**src/rtl/window_spill_fill_unit.sv**
```systemverilog
// window_spill_fill_unit
// Moves one register window (r16..r31) between the register file and memory.
// A spill reads each register and stores it; a fill loads each word and writes
// it back into the register file. Every output is driven straight from a flop.
// Those flops are loaded with the decode of the next state, so each output
// matches the state it belongs to. Clr clears them at once, without waiting
// for a clock edge.
module window_spill_fill_unit #(
    parameter int NREGS      = 16,
    parameter int BASE_REG   = 16,
    parameter int WORD_BYTES = 4
) (
    input  logic        Clk,
    input  logic        Clr,
    input  logic        start_spill,
    input  logic        start_fill,
    input  logic [1:0]  window,
    input  logic [31:0] sp,
    output logic [4:0]  rf_addr,
    output logic [1:0]  rf_window,
    input  logic [31:0] rf_rdata,
    output logic [31:0] rf_wdata,
    output logic        rf_we,
    output logic        mem_req,
    output logic        mem_rw,
    output logic [31:0] mem_addr,
    output logic [31:0] mem_wdata,
    input  logic [31:0] mem_rdata,
    input  logic        mem_ack,
    output logic        busy,
    output logic        done
);

    localparam int            KW     = $clog2(NREGS);
    localparam logic [KW-1:0] K_LAST = KW'(NREGS - 1);

    typedef enum logic [2:0] {
        IDLE      = 3'd0,
        SPILL_RD  = 3'd1,
        SPILL_REQ = 3'd2,
        FILL_REQ  = 3'd3,
        FILL_WR   = 3'd4,
        DONE      = 3'd5
    } state_t;

    state_t        state_q, state_d;
    logic [KW-1:0] k_q, k_d;
    logic [1:0]    win_q, win_d;
    logic [31:0]   sp_q, sp_d;

    logic [4:0]    rf_addr_q, rf_addr_d;
    logic [1:0]    rf_window_q, rf_window_d;
    logic [31:0]   rf_wdata_q, rf_wdata_d;
    logic          rf_we_q, rf_we_d;
    logic          mem_req_q, mem_req_d;
    logic          mem_rw_q, mem_rw_d;
    logic [31:0]   mem_addr_q, mem_addr_d;
    logic [31:0]   mem_wdata_q, mem_wdata_d;
    logic          busy_q, busy_d;
    logic          done_q, done_d;
    logic          active_d;

    // Next-state logic: sequencing, word counter, latched window/base and data capture.
    always_comb begin
        state_d     = state_q;
        k_d         = k_q;
        win_d       = win_q;
        sp_d        = sp_q;
        mem_wdata_d = mem_wdata_q;
        rf_wdata_d  = rf_wdata_q;
        case (state_q)
            IDLE: begin
                // Spill has priority; a simultaneous fill request is dropped.
                if (start_spill) begin
                    win_d   = window;
                    sp_d    = {sp[31:2], 2'b00};
                    k_d     = '0;
                    state_d = SPILL_RD;
                end else if (start_fill) begin
                    win_d   = window;
                    sp_d    = {sp[31:2], 2'b00};
                    k_d     = '0;
                    state_d = FILL_REQ;
                end else begin
                    state_d = IDLE;
                end
            end
            SPILL_RD: begin
                mem_wdata_d = rf_rdata;
                state_d     = SPILL_REQ;
            end
            SPILL_REQ: begin
                if (mem_ack) begin
                    if (k_q == K_LAST) begin
                        state_d = DONE;
                    end else begin
                        k_d     = k_q + KW'(1);
                        state_d = SPILL_RD;
                    end
                end else begin
                    state_d = SPILL_REQ;
                end
            end
            FILL_REQ: begin
                if (mem_ack) begin
                    rf_wdata_d = mem_rdata;
                    state_d    = FILL_WR;
                end else begin
                    state_d = FILL_REQ;
                end
            end
            FILL_WR: begin
                if (k_q == K_LAST) begin
                    state_d = DONE;
                end else begin
                    k_d     = k_q + KW'(1);
                    state_d = FILL_REQ;
                end
            end
            DONE: begin
                state_d = IDLE;
            end
            default: begin
                state_d = IDLE;
            end
        endcase
    end

    // Output decode from the next state, so the registered outputs line up with the state they belong to.
    always_comb begin
        active_d    = (state_d != IDLE);
        rf_addr_d   = 5'd0;
        rf_window_d = 2'd0;
        mem_addr_d  = 32'd0;
        if (active_d) begin
            rf_addr_d   = 5'(BASE_REG) + 5'(k_d);
            rf_window_d = win_d;
            mem_addr_d  = sp_d + (32'(k_d) * 32'(WORD_BYTES));
        end else begin
            rf_addr_d   = 5'd0;
            rf_window_d = 2'd0;
            mem_addr_d  = 32'd0;
        end
        mem_req_d = (state_d == SPILL_REQ) || (state_d == FILL_REQ);
        mem_rw_d  = (state_d == SPILL_REQ);
        rf_we_d   = (state_d == FILL_WR);
        busy_d    = active_d;
        done_d    = (state_d == DONE);
    end

    // State, counter, latched operands and registered outputs; Clr clears everything immediately.
    always_ff @(posedge Clk or posedge Clr) begin
        if (Clr) begin
            state_q     <= IDLE;
            k_q         <= '0;
            win_q       <= 2'd0;
            sp_q        <= 32'd0;
            rf_addr_q   <= 5'd0;
            rf_window_q <= 2'd0;
            rf_wdata_q  <= 32'd0;
            rf_we_q     <= 1'b0;
            mem_req_q   <= 1'b0;
            mem_rw_q    <= 1'b0;
            mem_addr_q  <= 32'd0;
            mem_wdata_q <= 32'd0;
            busy_q      <= 1'b0;
            done_q      <= 1'b0;
        end else begin
            state_q     <= state_d;
            k_q         <= k_d;
            win_q       <= win_d;
            sp_q        <= sp_d;
            rf_addr_q   <= rf_addr_d;
            rf_window_q <= rf_window_d;
            rf_wdata_q  <= rf_wdata_d;
            rf_we_q     <= rf_we_d;
            mem_req_q   <= mem_req_d;
            mem_rw_q    <= mem_rw_d;
            mem_addr_q  <= mem_addr_d;
            mem_wdata_q <= mem_wdata_d;
            busy_q      <= busy_d;
            done_q      <= done_d;
        end
    end

    assign rf_addr   = rf_addr_q;
    assign rf_window = rf_window_q;
    assign rf_wdata  = rf_wdata_q;
    assign rf_we     = rf_we_q;
    assign mem_req   = mem_req_q;
    assign mem_rw    = mem_rw_q;
    assign mem_addr  = mem_addr_q;
    assign mem_wdata = mem_wdata_q;
    assign busy      = busy_q;
    assign done      = done_q;

endmodule

```
**config.mk**
```make
export PLATFORM = sky130hd
export DESIGN_NAME = window_spill_fill_unit
export DESIGN_NICKNAME = d
export VERILOG_FILES = /design/src/rtl/window_spill_fill_unit.sv
export SDC_FILE = /design/constraint.sdc
export NUM_CORES = 1
export LEC_CHECK = 0
export CAP_MARGIN = 20
export CORE_ASPECT_RATIO = 0.9
export CORE_UTILIZATION = 50
export CTS_CLUSTER_DIAMETER = 100
export DETAILED_ROUTE_END_ITERATION = 8
export PLACE_DENSITY = 0.91
export SLEW_MARGIN = 20
export SYNTH_ARGS = -nofsm -noshare
export SYNTH_HDL_FRONTEND = slang
export SYNTH_SLANG_ARGS = --single-unit
```
**constraint.sdc**
```tcl
create_clock -name Clk -period 9.9 [get_ports Clk]
set_input_delay 0.99 -clock Clk [delete_from_list [all_inputs] [get_ports Clk]]
set_output_delay 0.99 -clock Clk [all_outputs]
set_load 0.05 [all_outputs]
```
==> impl_metrics.toml, run 1 <==
[floorplanning]
die_height_um = 109.5
die_area_um2 = 13290
floorplan.rows = 38
top_level_pins = 211
core-area_um2 = 12270
dieWidth_um = 121.4
starting_density = 0.5232

[synth]
synthesis.instances = 618
mappedNetlistArea_um2 = 6417
syn_area_per_cell_um2 = 10.38
synth.yosys.seq_area_share = 0.5771
synth.distinct_cells = 62
synthesis.nets = 727
yosysWarnings = 0
synth_ff_type = "sky130_fd_sc_hd__dfrtp_1"
synth_seq_cells = 148
postSynth.asyncResetShare = 1.000
synth_edf_count = 0

[critical_path]
cp_cell_sequence = "clkdlybuf4s50_1 -> or2_2 -> o21bai_1 -> a21o_1 -> or2_2 -> mux2_2 -> ha_1 -> fa_1 -> nand3_1 -> and2_1 -> a21oi_2 -> nor3b_2 -> a21o_1 -> a21oi_1"
reg2reg_depth = 12
r2r_start = "state_q[2]$_DFF_PP0_"
worst-setup-path-type = "input port to register"
cp.required_ns = 10.22
timing.critical_path.to_type = "register"
max_stage_delay_ns = 0.51
critical-path-slowest-cell = "sky130_fd_sc_hd__clkdlybuf4s50_1"
critical_path.startpoint_type = "input port"
reg2reg_to = "mem_addr[26]$_DFF_PP0_"
r2r_setup_slack_ns = 5.98
arrival_ns = 4.50
max_fo_critical_path = 9

[timing]
grt_setup_unrepaired = "false"
tightest_slew_ns = 0.9609
final_hold_viol_count = 0
clock-skew-final_ns = 0.005746
min_period_over_period = 0.4225
hold-worst-slack_ns = 0.4758
slew_viol_final = 0
timing.fmax_ghz = 0.2391
setup-tns-final_ns = 0
setup_viol = 0
final.min_clock_period_ns = 4.183
slew-limit-headroom = 0.3587

[route]
drc = 0
drt-vias-per-instance = 5.475
ant_nets = 0
route.vias.total = 5442
first_pass_iters = 6
drt-total-wl_um = 17840
wire_per_inst_um = 17.95
first_iter_violations = 477

[layout]
multi_input_comb_area_um2 = 2556
layout-drive-gt1-share = 0.1079
register_area_um2 = 3704
nNetsFinal = 933
diodes = 0
area_delta_synth_final_pct = 43.30
number_of_inserted_filler_cells_in_the_final_layout = 823
layout.cell_area.non_filler_um2 = 9196
finalCoreUtilization = 0.7497

[job]
max_cap_viol_count = 0

[clocking]
cts_buffers = 17
cts_resized = 0
clock_tree.htree_level_count = 4
postCtsSetupBuffers = 0
clock_tree_from_tritoncts = "built"
clockBufferDepth = 2
cts_hold_buf = 0
tritoncts_num_sinks = 148
cts-root-buf = "sky130_fd_sc_hd__clkbuf_16"
clk_pin_slew_ns = 0.05
insertion_delay_ns = 0.42

[pwr]
power.total_mw = 3.576
ir_drop_worst_vdd_uv = 201.7
power_per_cell_area_nw_per_um2 = 388.8
leakage_nw = 4.099

[worst_hold_path]
worst_hold_path.endpoint = "rf_wdata[21]$_DFFE_PP0P_"
timing.hold.worst_path_depth = 2
timing.hold.worst.class = "register to register"
startpoint_of_the_tightest_hold_check_path = "rf_wdata[21]$_DFFE_PP0P_"

[global_routing]
antenna_found_initial = 0
grt_overflow_total = 0
grt_first_pass_wirelength_um = 28040
maximum_number_of_pins_on_one_net_before_global_route_repair = 79
grtUsageTotal = 0.2789
grt_pass1_vias = 5531

[placement]
place.gp.congestion = 0.9359
dp_hpwl_um = 12360
io_buffers = 208
detailed_place.area_um2 = 8633

[outcome]
status = "finished, final reports clean"
==> registers in the layout (all words and copies together) (netlist names) <==
name / count
rf_we: 1
mem_rw: 1
rf_addr: 4
rf_wdata: 32
win_q: 2
k_q: 4
rf_window: 2
mem_addr: 32
busy: 1
sp_q: 32
done: 1
mem_wdata: 32
mem_req: 1
state_q: 3
==> cell usage after synthesis (2+ instances only) <==
| cell | count | share of area |
|---|---|---|
| sky130_fd_sc_hd__o22ai_1 | 2 | 0.0019 |
| sky130_fd_sc_hd__and2_1 | 9 | 0.0088 |
| sky130_fd_sc_hd__nor4_2 | 4 | 0.0078 |
| sky130_fd_sc_hd__mux2_2 | 35 | 0.061 |
| sky130_fd_sc_hd__buf_1 | 3 | 0.0018 |
| sky130_fd_sc_hd__o21ai_0 | 10 | 0.0078 |
| sky130_fd_sc_hd__nand3_1 | 14 | 0.011 |
| sky130_fd_sc_hd__a21o_1 | 4 | 0.0047 |
| sky130_fd_sc_hd__a21oi_1 | 24 | 0.019 |
| sky130_fd_sc_hd__a211oi_1 | 2 | 0.0023 |
| sky130_fd_sc_hd__inv_1 | 9 | 0.0053 |
| sky130_fd_sc_hd__nor3_2 | 3 | 0.0047 |
| sky130_fd_sc_hd__nand4_1 | 9 | 0.0088 |
| sky130_fd_sc_hd__o2111ai_1 | 2 | 0.0027 |
| sky130_fd_sc_hd__a311oi_1 | 2 | 0.0027 |
| sky130_fd_sc_hd__o31ai_1 | 2 | 0.0023 |
| sky130_fd_sc_hd__a31oi_1 | 4 | 0.0039 |
| sky130_fd_sc_hd__nor2b_1 | 7 | 0.0068 |
| sky130_fd_sc_hd__mux2i_1 | 6 | 0.0094 |
| sky130_fd_sc_hd__buf_2 | 12 | 0.0094 |
| sky130_fd_sc_hd__xor2_1 | 6 | 0.0082 |
| sky130_fd_sc_hd__dfrtp_1 | 148 | 0.58 |
| sky130_fd_sc_hd__nand2b_1 | 3 | 0.0029 |
| sky130_fd_sc_hd__nor3_1 | 14 | 0.011 |
| sky130_fd_sc_hd__nor4b_1 | 2 | 0.0027 |
| sky130_fd_sc_hd__xnor2_1 | 10 | 0.014 |
| sky130_fd_sc_hd__ha_1 | 5 | 0.0097 |
| sky130_fd_sc_hd__a21oi_2 | 2 | 0.0027 |
| sky130_fd_sc_hd__o21a_1 | 3 | 0.0035 |
| sky130_fd_sc_hd__clkbuf_1 | 10 | 0.0058 |
| sky130_fd_sc_hd__buf_4 | 2 | 0.0023 |
| sky130_fd_sc_hd__nor2_1 | 27 | 0.016 |
| sky130_fd_sc_hd__or2_2 | 4 | 0.0039 |
| sky130_fd_sc_hd__o21ai_1 | 2 | 0.0016 |
| sky130_fd_sc_hd__and3_1 | 6 | 0.0058 |
| sky130_fd_sc_hd__nand2_1 | 185 | 0.11 |
==> power by group <==
part / internal [mW] / switching (mW) / leakage, nW
logic: 0.654 / 1.26 / 1.98
clock network: 0.397 / 0.229 / 0.277
registers: 0.878 / 0.155 / 1.84
==> critical path, delay by kind of cell <==
kind / cells / cell delay [ns]
and+or+nand+nor: 5 / 1.22
AOI/OAI and AO/OA: 5 / 0.82
adders and majority gates: 2 / 0.65
buffers and inverters: 1 / 0.51
muxes: 1 / 0.31
==> metrics by stage <==
stage | setup WS, ns | std cells
global route | 5.599 | 994
finish | 5.717 | 994
global placement | 5.468 | 965
detailed placement | 5.344 | 965
CTS | 5.759 | 994
floorplan | 4.930 | 618
==> cells by family after synthesis <==
group,synth area share
and+or+nand+nor,0.2188
buffers and inverters,0.02632
AOI/OAI and AO/OA,0.07058
adders and majority gates,0.01287
DFF,0.5771
xor gates and xnor gates,0.02184
muxes,0.07253
==> final cells by class <==
type | count | area share
inverters | 9 | 0.004218
multi-input cells | 433 | 0.2780
flip-flops and latches | 148 | 0.4027
clock buffers | 23 | 0.04980
repair buffers | 215 | 0.2321
clock inverters | 6 | 0.01143
well taps | 160 | 0.02177
==> layer usage <==
metal	track usage	share of wire
met1	0.3369	0.40
met4	0.09877	0.021
met3	0.07158	0.077
met2	0.4850	0.50
met5	0	0
==> placed cells by master (no fill, tap or decap), drive strengths merged, types with 3 or more instances in the layout <==
cell type        n
clkdlybuf4s50  208
nand2          185
dfrtp          148
mux2            36
nor2            28
a21oi           26
clkbuf          23
nor3            18
nand3           14
o21ai           12
xnor2           10
and2             9
nand4            9
inv              9
nor2b            7
buf              7
mux2i            6
xor2             6
and3             6
nor4             6
ha               5
a21o             5
or2              4
a31oi            4
nand2b           3
o21a             3
clkinv           3
bufinv           3
nor4b            3
==> how the worst max path moves through the flow <==
stage | to | from | slack [ns]
after detailed placement | mem_addr[30]$_DFF_PP0_ | start_fill | 5.34
after global routing | mem_addr[26]$_DFF_PP0_ | start_fill | 5.60
after CTS | mem_addr[30]$_DFF_PP0_ | start_fill | 5.76
after floorplan | busy$_DFF_PP0_ | Clr | 4.93
after global placement | mem_addr[30]$_DFF_PP0_ | start_fill | 5.47
final | mem_addr[30]$_DFF_PP0_ | start_fill | 5.72
No activity file was read; power rests on OpenSTA's default activity.
==> run 2, diff against run 1 <==
--- a/config.mk
+++ b/config.mk
@@ -7,10 +7,10 @@
 export LEC_CHECK = 0
 export CAP_MARGIN = 20
 export CORE_ASPECT_RATIO = 0.9
-export CORE_UTILIZATION = 50
+export CORE_UTILIZATION = 42
 export CTS_CLUSTER_DIAMETER = 100
 export DETAILED_ROUTE_END_ITERATION = 8
-export PLACE_DENSITY = 0.91
+export PLACE_DENSITY = 0.82
 export SLEW_MARGIN = 20
 export SYNTH_ARGS = -nofsm -noshare
 export SYNTH_HDL_FRONTEND = slang
==> constraint.sdc (replaced) <==
create_clock -name Clk -period 3.6 [get_ports Clk]
set_input_delay 0.36 -clock Clk [delete_from_list [all_inputs] [get_ports Clk]]
set_output_delay 0.36 -clock Clk [all_outputs]
set_load 0.05 [all_outputs]
==> run 2 against run 1 <==
Count of clock-buffer cells in the layout stayed put; power grew to 2.8 times the previous value; wire length is 8.7% lower; clock skew is 0.0031 ns higher; worst setup slack worse by 5.5 ns; via count is 2.6% lower; die area is 19% higher; combinational power grew to 2.7 times the previous value; sequential cell count stayed put; sequential power grew to 2.7 times the previous value; cell count is 4.8% higher; global-route usage is 6.3 points lower; critical endpoint is now mem_addr[20]$_DFF_PP0_; highest routed layer unchanged.
==> impl_metrics.toml, run 2 (same netlist as run 1, synthesis figures left out) <==
[timing]
final.min_clock_period_ns = 3.367
timing.fmax_ghz = 0.2970
grt_setup_unrepaired = "false"
setup_viol = 0
final_hold_viol_count = 0
worst_slack_ns = 0.2329
slew-limit-headroom = 0.3277
clock-skew-final_ns = 0.008842
slew_viol_final = 0
setup-tns-final_ns = 0
hold-worst-slack_ns = 0.4726
min_period_over_period = 0.9353
tightest_slew_ns = 1.007

[clocking]
cts_buffers = 17
cts_resized = 0
postCtsSetupBuffers = 0
clock_tree_from_tritoncts = "built"
clk_pin_slew_ns = 0.06
tritoncts_num_sinks = 148
clockBufferDepth = 2
insertion_delay_ns = 0.41
cts-root-buf = "sky130_fd_sc_hd__clkbuf_16"
clock_tree.htree_level_count = 4
cts_hold_buf = 0

[floorplanning]
top_level_pins = 211
die_height_um = 119.3
dieWidth_um = 132.3
die_area_um2 = 15780
core-area_um2 = 14820
floorplan.rows = 42
starting_density = 0.4330

[worst_hold_path]
timing.hold.worst.class = "register to register"

[route]
drt-total-wl_um = 16300
first_iter_violations = 399
first_pass_iters = 5
ant_nets = 0
route.vias.total = 5301
drc = 0
wire_per_inst_um = 15.64
drt-vias-per-instance = 5.087

[critical_path]
max_fo_critical_path = 14
worst-path-buf-inv = 1
timing.critical_path.to_type = "register"
arrival_ns = 3.69
max_stage_delay_ns = 0.61
worst_path_dominant_cell_family = "simple AND/OR/NAND/NOR gates"
crit_path_frequent_cell = "sky130_fd_sc_hd__nor2_1"
critical-path-slowest-cell = "sky130_fd_sc_hd__dfrtp_1"
cp.required_ns = 3.92
worst-setup-path-type = "register to register"
critical_path.startpoint_type = "register"
r2r_setup_slack_ns = 0.23
cp_cell_sequence = "nand3b_1 -> a21o_1 -> nor2_1 -> or2_2 -> mux2_2 -> ha_1 -> fa_1 -> nand3_1 -> and2_1 -> buf_4 -> nor2_1 -> and3_1 -> nor3_1"

[layout]
finalCoreUtilization = 0.6326
diodes = 0
most_frequent_standard_cell_in_the_layout_excluding_fill_and_tap_cells = "sky130_fd_sc_hd__clkdlybuf4s50_1"
area_delta_synth_final_pct = 46.09
final_cell_mix = "sky130_fd_sc_hd__clkdlybuf4s50_1, sky130_fd_sc_hd__nand2_1, sky130_fd_sc_hd__dfrtp_1"
final-instance-count-excl-fill = 1042
layout-drive-gt1-share = 0.1197
nNetsFinal = 940

[pwr]
ir_drop_worst_vdd_uv = 560.0
combPwrFrac = 0.531
power.switching_mw = 4.449
internal_power_mw = 5.416
p_clk_frac = 0.184
power_per_cell_area_nw_per_um2 = 1052
leakage_nw = 4.178
switching_share = 0.4510
register_share_of_total_power = 0.285

[global_routing]
grt_first_pass_wirelength_um = 26300
grt_overflow_total = 0
maximum_number_of_pins_on_one_net_before_global_route_repair = 54
grt_pass1_vias = 5173
grtUsageTotal = 0.2161
antenna_found_initial = 0

[placement]
dp_cells = 1010
dp_hpwl_um = 11540
io_buffers = 208
place.gp.congestion = 0.8431
preCtsSetupSlack_ns = 0.04728

[outcome]
status = "finished, final reports clean"

[job]
max_cap_viol_count = 0
run 2: per-stage QoR:
step	power (mW)	area, um2
finish	9.866	9375
global route	10.40	9375
CTS	9.945	9368
detailed placement	8.075	8757
global placement	7.989	8757
floorplan	6.362	6421
run 2: per-layer routing:
layer  GRT usage  part of all wire  vias up
met1      0.2811              0.44     2540
met3     0.06088             0.068       16
met5           0                 0        -
li1            -                 -     2518
met4     0.05316            0.0088        0
met2      0.3571              0.48      227
run 2: area by class of cell:
class	count	area [um2]
Sequential cell	148	3705
Fill cell	1156	5444
Clock buffer	23	457.9
Clock inverter	9	152.6
Inverter	9	37.54
Timing Repair Buffer	222	2212
Multi-Input combinational cell	433	2562
Tap cell	198	247.7
run 2: path summary, 6_finish.rpt:
check / endpoint / cells past startpoint / startpoint
worst max-delay path: mem_addr[20]$_DFF_PP0_ / 13 / state_q[2]$_DFF_PP0_
worst min-delay path: rf_wdata[3]$_DFFE_PP0P_ / 2 / rf_wdata[3]$_DFFE_PP0P_
worst max register to register: mem_addr[20]$_DFF_PP0_ / 13 / state_q[2]$_DFF_PP0_
worst min register to register: rf_wdata[3]$_DFFE_PP0P_ / 2 / rf_wdata[3]$_DFFE_PP0P_
max in group asynchronous: mem_wdata[13]$_DFFE_PP0P_ / 3 / Clr
min in group asynchronous: rf_wdata[26]$_DFFE_PP0P_ / 2 / Clr
run 2: tightest hold or removal path: cells and delay by family, from the launching register on:
family,cells,cell delay [ns]
DFF,1,0.34
and+or+nand+nor,2,0.10
run 2: power by group through the flow:
stage	clock [mW]	sequential, mW	combinational [mW]
final	1.81	2.81	5.24
after global routing	1.94	2.91	5.55
after CTS	1.86	2.81	5.27
after detailed placement	0	2.83	5.24
after global placement	0	2.81	5.18
after floorplan	0	4.59	1.77
==> edit 1 (config.mk and constraints of run 1) <==
Set the parameter `NREGS` to 32 (it was 16).
--- a/src/rtl/window_spill_fill_unit.sv
+++ b/src/rtl/window_spill_fill_unit.sv
@@ -8,3 +8,3 @@
 module window_spill_fill_unit #(
-    parameter int NREGS      = 16,
+    parameter int NREGS      = 32,
     parameter int BASE_REG   = 16,
Formal check against the unedited RTL: no difference found for any inputs over 4 cycles, from zero or initial values; that may be too few to reach the edited logic, so the function may still have changed.
==> edit 1 against run 1 <==
Sequential cell count up 2; sequential power about the same; cell count up 1.4%; synthesized area up 3.2%; wire length down 2.4%; non-clock buffer count down 4; largest power group unchanged; final area up 1.1%; total power down 1.3%; sequential share of layout area up 0.083 points; critical endpoint is now mem_addr[28]; worst setup slack worse by 630 ps; via count down 0.17%.
==> edit 1: results <==
export IMPL_final_cells=1008
export IMPL_yosysSeqAreaShare_pct=56.7
export IMPL_power_leakage_nw=4.17
export IMPL_firstDrtPassIters=5
export IMPL_layout_drive_gt1_share_pct=10.8
export IMPL_dp_hpwl_um=12000
export IMPL_worst_slew_pin_slew_ps=1000
export IMPL_synth_nets=737
export IMPL_grt_pass1_vias=5381
export IMPL_grtUsageTotal_pct=26.8
export IMPL_r2r_slack_ps=5650
export IMPL_gp_congestion=0.846
export IMPL_status="finished, final reports clean"
export IMPL_grt_max_degree=78
export IMPL_cpPeakStageDelay_ps=670
export IMPL_drt_iter0_markers=375
export IMPL_dp_cells=976
export IMPL_critPathArrivalTime_ps=5150
export IMPL_dp_slack_ps=4690
export IMPL_ys_types=65
export IMPL_grt_pass1_wl_um=27700
export IMPL_vias_per_cell=5.39
export IMPL_path_delay_family="compound AO/OA/AOI/OAI gates"
export IMPL_nets=941
export IMPL_antenna_found_initial=1
export IMPL_synthCells=627
export IMPL_period_share_pct=48.6
export IMPL_r2r_end="mem_addr[27]"
export IMPL_cp_max_fo=11
export IMPL_yosys_top_cells_area="dfrtp_1 (57%), nand2_1 (11%), mux2_2 (5.8%)"
export IMPL_synthTopCellsByCount="nand2_1 (190), dfrtp_1 (150), mux2_2 (34)"
-- edit 1: changes by cell type after synthesis, sizes merged, moves of 3 or more --
cell / before / now
nand2: 185 / 191
inv: 9 / 12
a21oi: 26 / 14
xnor2: 10 / 15
nor2: 28 / 31
nand4: 9 / 12
o21ai: 12 / 19
a31oi: 4 / 1
mux2i: 6 / 9
nor2b: 7 / 1
-- edit 1: worst min-delay path by stage --
stage | start | to | slack, ps | cells after the start
floorplan | win_q[0] | win_q[0] | 440 | 2
global placement | win_q[0] | win_q[0] | 450 | 2
detailed placement | rf_wdata[0] | rf_wdata[0] | 460 | 2
CTS | sp_q[0] | sp_q[0] | 470 | 1
global route | sp_q[0] | sp_q[0] | 490 | 1
finish | sp_q[0] | sp_q[0] | 470 | 1
-- edit 1: where the power goes --
group / switching [W] / internal [W] / total [W]
Sequential: 0.000144 / 0.000890 / 0.00103
Combinational: 0.00126 / 0.000650 / 0.00191
Clock: 0.000239 / 0.000348 / 0.000587
Total: 0.00164 / 0.00189 / 0.00353
-- edit 1: layer usage --
layer,track usage (%),up-vias,wire [um]
li1,-,2528,-
met2,42.6,230,8480
met3,8.74,48,1450
met5,0,-,13
met1,32.9,2625,6920
met4,12.0,2,546
-- edit 1: layout make-up --
class	count	area, um^2	share of cell area (%)
Sequential cell	150	3750	40.4
Multi-Input combinational cell	439	2650	28.5
Timing Repair Buffer	211	2110	22.7
Clock buffer	21	450	4.84
Tap cell	164	205	2.21
Clock inverter	11	83.8	0.901
Inverter	12	50.0	0.538
-- edit 1: cell families after synthesis --
group	count (synthesis)	synth area share, %
AO/OA/AOI/OAI	67	7.22
multiplexers	43	7.39
buffers and inverters	38	3.33
flip-flops	150	56.7
adder cells (fa/ha/maj)	7	1.44
XOR/XNOR	19	2.51
AND/OR/NAND/NOR	303	21.4
==> edit 2 (flow settings as in run 1) <==
Made on the original files. Encoding of `state_t`: now Gray code (3 bits for 6 states).
--- a/src/rtl/window_spill_fill_unit.sv
+++ b/src/rtl/window_spill_fill_unit.sv
@@ -37,8 +37,8 @@
     typedef enum logic [2:0] {
-        IDLE      = 3'd0,
-        SPILL_RD  = 3'd1,
-        SPILL_REQ = 3'd2,
-        FILL_REQ  = 3'd3,
-        FILL_WR   = 3'd4,
-        DONE      = 3'd5
+        IDLE      = 3'b000,
+        SPILL_RD  = 3'b001,
+        SPILL_REQ = 3'b011,
+        FILL_REQ  = 3'b010,
+        FILL_WR   = 3'b110,
+        DONE      = 3'b111
     } state_t;
Function: same outputs for any inputs over 4 cycles, from zero or initial values; so few cycles prove little.
==> edit 2 against run 1 <==
Wire length fell by 12%; sequential cell count unchanged; total power grew 2.4%; final area is 0.19% lower; sequential share of layout area increased by 0.077 points; synthesized cell count fell by 11%; worst setup slack got worse by 390 ps; die area fell by 1.2%; synthesized area fell by 1.2%.
==> edit 2: results <==
export IMPL_setup_worst_path_start="start_spill"
export IMPL_path_delay_family="compound AO/OA/AOI/OAI gates"
export IMPL_antenna_found_initial=0
export IMPL_dpl_instance_area_um2=8550
export IMPL_cts_hold_buf=0
export IMPL_dp_hpwl_um=11000
export IMPL_ys_types=58
export IMPL_ctsResizeCount=0
export IMPL_synthMuxAreaShare_pct=13.7
export IMPL_synth_nets=662
export IMPL_grtUsageTotal_pct=25.5
export IMPL_cts_setup_buffers=0
export IMPL_firstDrtPassIters=5
export IMPL_worst_slew_pin_slew_ps=851
export IMPL_vias_per_cell=5.42
export IMPL_ctsHtreeMaxLevel=4
export IMPL_synth_xor_area_share_pct=2.49
export IMPL_grt_max_degree=98
export IMPL_critPathArrivalTime_ps=4860
export IMPL_r2r_start="state_q[2]"
export IMPL_synth_main_ff_cell="dfrtp_1"
export IMPL_dp_cells=902
export IMPL_r2r_cells=12
export IMPL_cts_buffers=17
export IMPL_dr_total_vias=5058
export IMPL_clk_path_buf_depth=2
export IMPL_synthTopCellsByCount="dfrtp_1 (148), nand2_1 (102), mux2_2 (67)"
export IMPL_antennaDiodeCount=0
export IMPL_drt_iter0_markers=439
export IMPL_fillCellCount=777
export IMPL_routed_wl_um=15700
export IMPL_clock_skew_final_ps=6.88
export IMPL_status="finished, final reports clean"
export IMPL_r2r_slack_ps=5630
export IMPL_cp_slowest_cell="o21ai_1"
export IMPL_peakVddDrop_v=0.000227
export IMPL_synth_fa_ha_area_share_pct=1.30
export IMPL_synth_compound_area_share_pct=5.45
export IMPL_cp_max_fo=40
export IMPL_yosys_top_cells_area="dfrtp_1 (58%), mux2_2 (12%), nand2_1 (6.0%)"
export IMPL_grt_pass1_vias=5171
export IMPL_gp_congestion=0.948
export IMPL_cts_root_buf="clkbuf_16"
export IMPL_nets=870
export IMPL_yosysSeqAreaShare_pct=58.4
export IMPL_layout_drive_gt1_share_pct=15.0
export IMPL_synthCells=553
export IMPL_power_leakage_nw=3.98
export IMPL_whs_path_depth=2
export IMPL_async_flop_share_pct=100
export IMPL_port_buffers=208
export IMPL_cpPeakStageDelay_ps=660
export IMPL_clk_latency_ps=420
export IMPL_path_clk_slew_ps=60
export IMPL_intPower_w=0.00202
export IMPL_yosys_warnings=0
export IMPL_min_path_type="register to register"
export IMPL_grt_pass1_wl_um=25300
export IMPL_critPathCapture="mem_addr[27]"
-- edit 2: metrics by stage --
| stage | util [%] | worst slack [ps] |
|---|---|---|
| final | 75.1 | 5330 |
| after global routing | 75.1 | 4980 |
| after CTS | 75.1 | 5440 |
| after detailed placement | 70.0 | 5020 |
| after global placement | 70.0 | 5060 |
| after floorplan | - | 4930 |
-- edit 2: area by class of cell --
cell class                      instances  area (um^2)  share of cell area [%]
Multi-Input combinational cell        371         2490                    27.1
Clock inverter                         13          183                    1.99
Timing Repair Buffer                  213         2120                    23.1
Inverter                               10         42.5                   0.463
Clock buffer                           19          443                    4.83
Tap cell                              160          200                    2.18
Sequential cell                       148         3700                    40.3
-- edit 2: worst min-delay path by stage --
stage | startpoint | slack, ps | to
2_1_floorplan | win_q[0] | 440 | win_q[0]
3_3_place_gp | win_q[0] | 450 | win_q[0]
3_5_place_dp | win_q[0] | 460 | win_q[0]
4_1_cts | sp_q[1] | 480 | sp_q[1]
5_1_grt | win_q[1] | 510 | win_q[1]
6_report | sp_q[2] | 480 | sp_q[2]
-- edit 2: power by group through the flow --
stage	Sequential, W	Combinational (W)	Clock [W]
after global routing	0.00108	0.00205	0.000711
final	0.00104	0.00194	0.000675
after detailed placement	0.00105	0.00194	0
after floorplan	0.00174	0.000618	0
after global placement	0.00103	0.00190	0
after CTS	0.00104	0.00195	0.000685
-- edit 2: tightest hold or removal path: stages, from the launching register on --
cell and delay, ps:
dfrtp_1 320, nand2_1 40, nand2_1 80
-- edit 2: cells by family (layout without fill, tap and decap cells) --
| logic type | count (synthesis) | in the layout |
|---|---|---|
| buffers and inverters | 34 | 255 |
| xor gates and xnor gates | 18 | 18 |
| DFF | 148 | 148 |
| muxes | 78 | 78 |
| adders and majority gates | 6 | 6 |
| AOI/OAI and AO/OA | 54 | 54 |
| and+or+nand+nor | 215 | 215 |
-- edit 2: routing by layer --
metal | track usage, % | vias up | wire, um
met5 | 0 | - | 0
met4 | 11.8 | 0 | 407
met3 | 7.43 | 38 | 1200
met2 | 42.6 | 269 | 7750
met1 | 30.9 | 2429 | 6380
li1 | - | 2322 | -
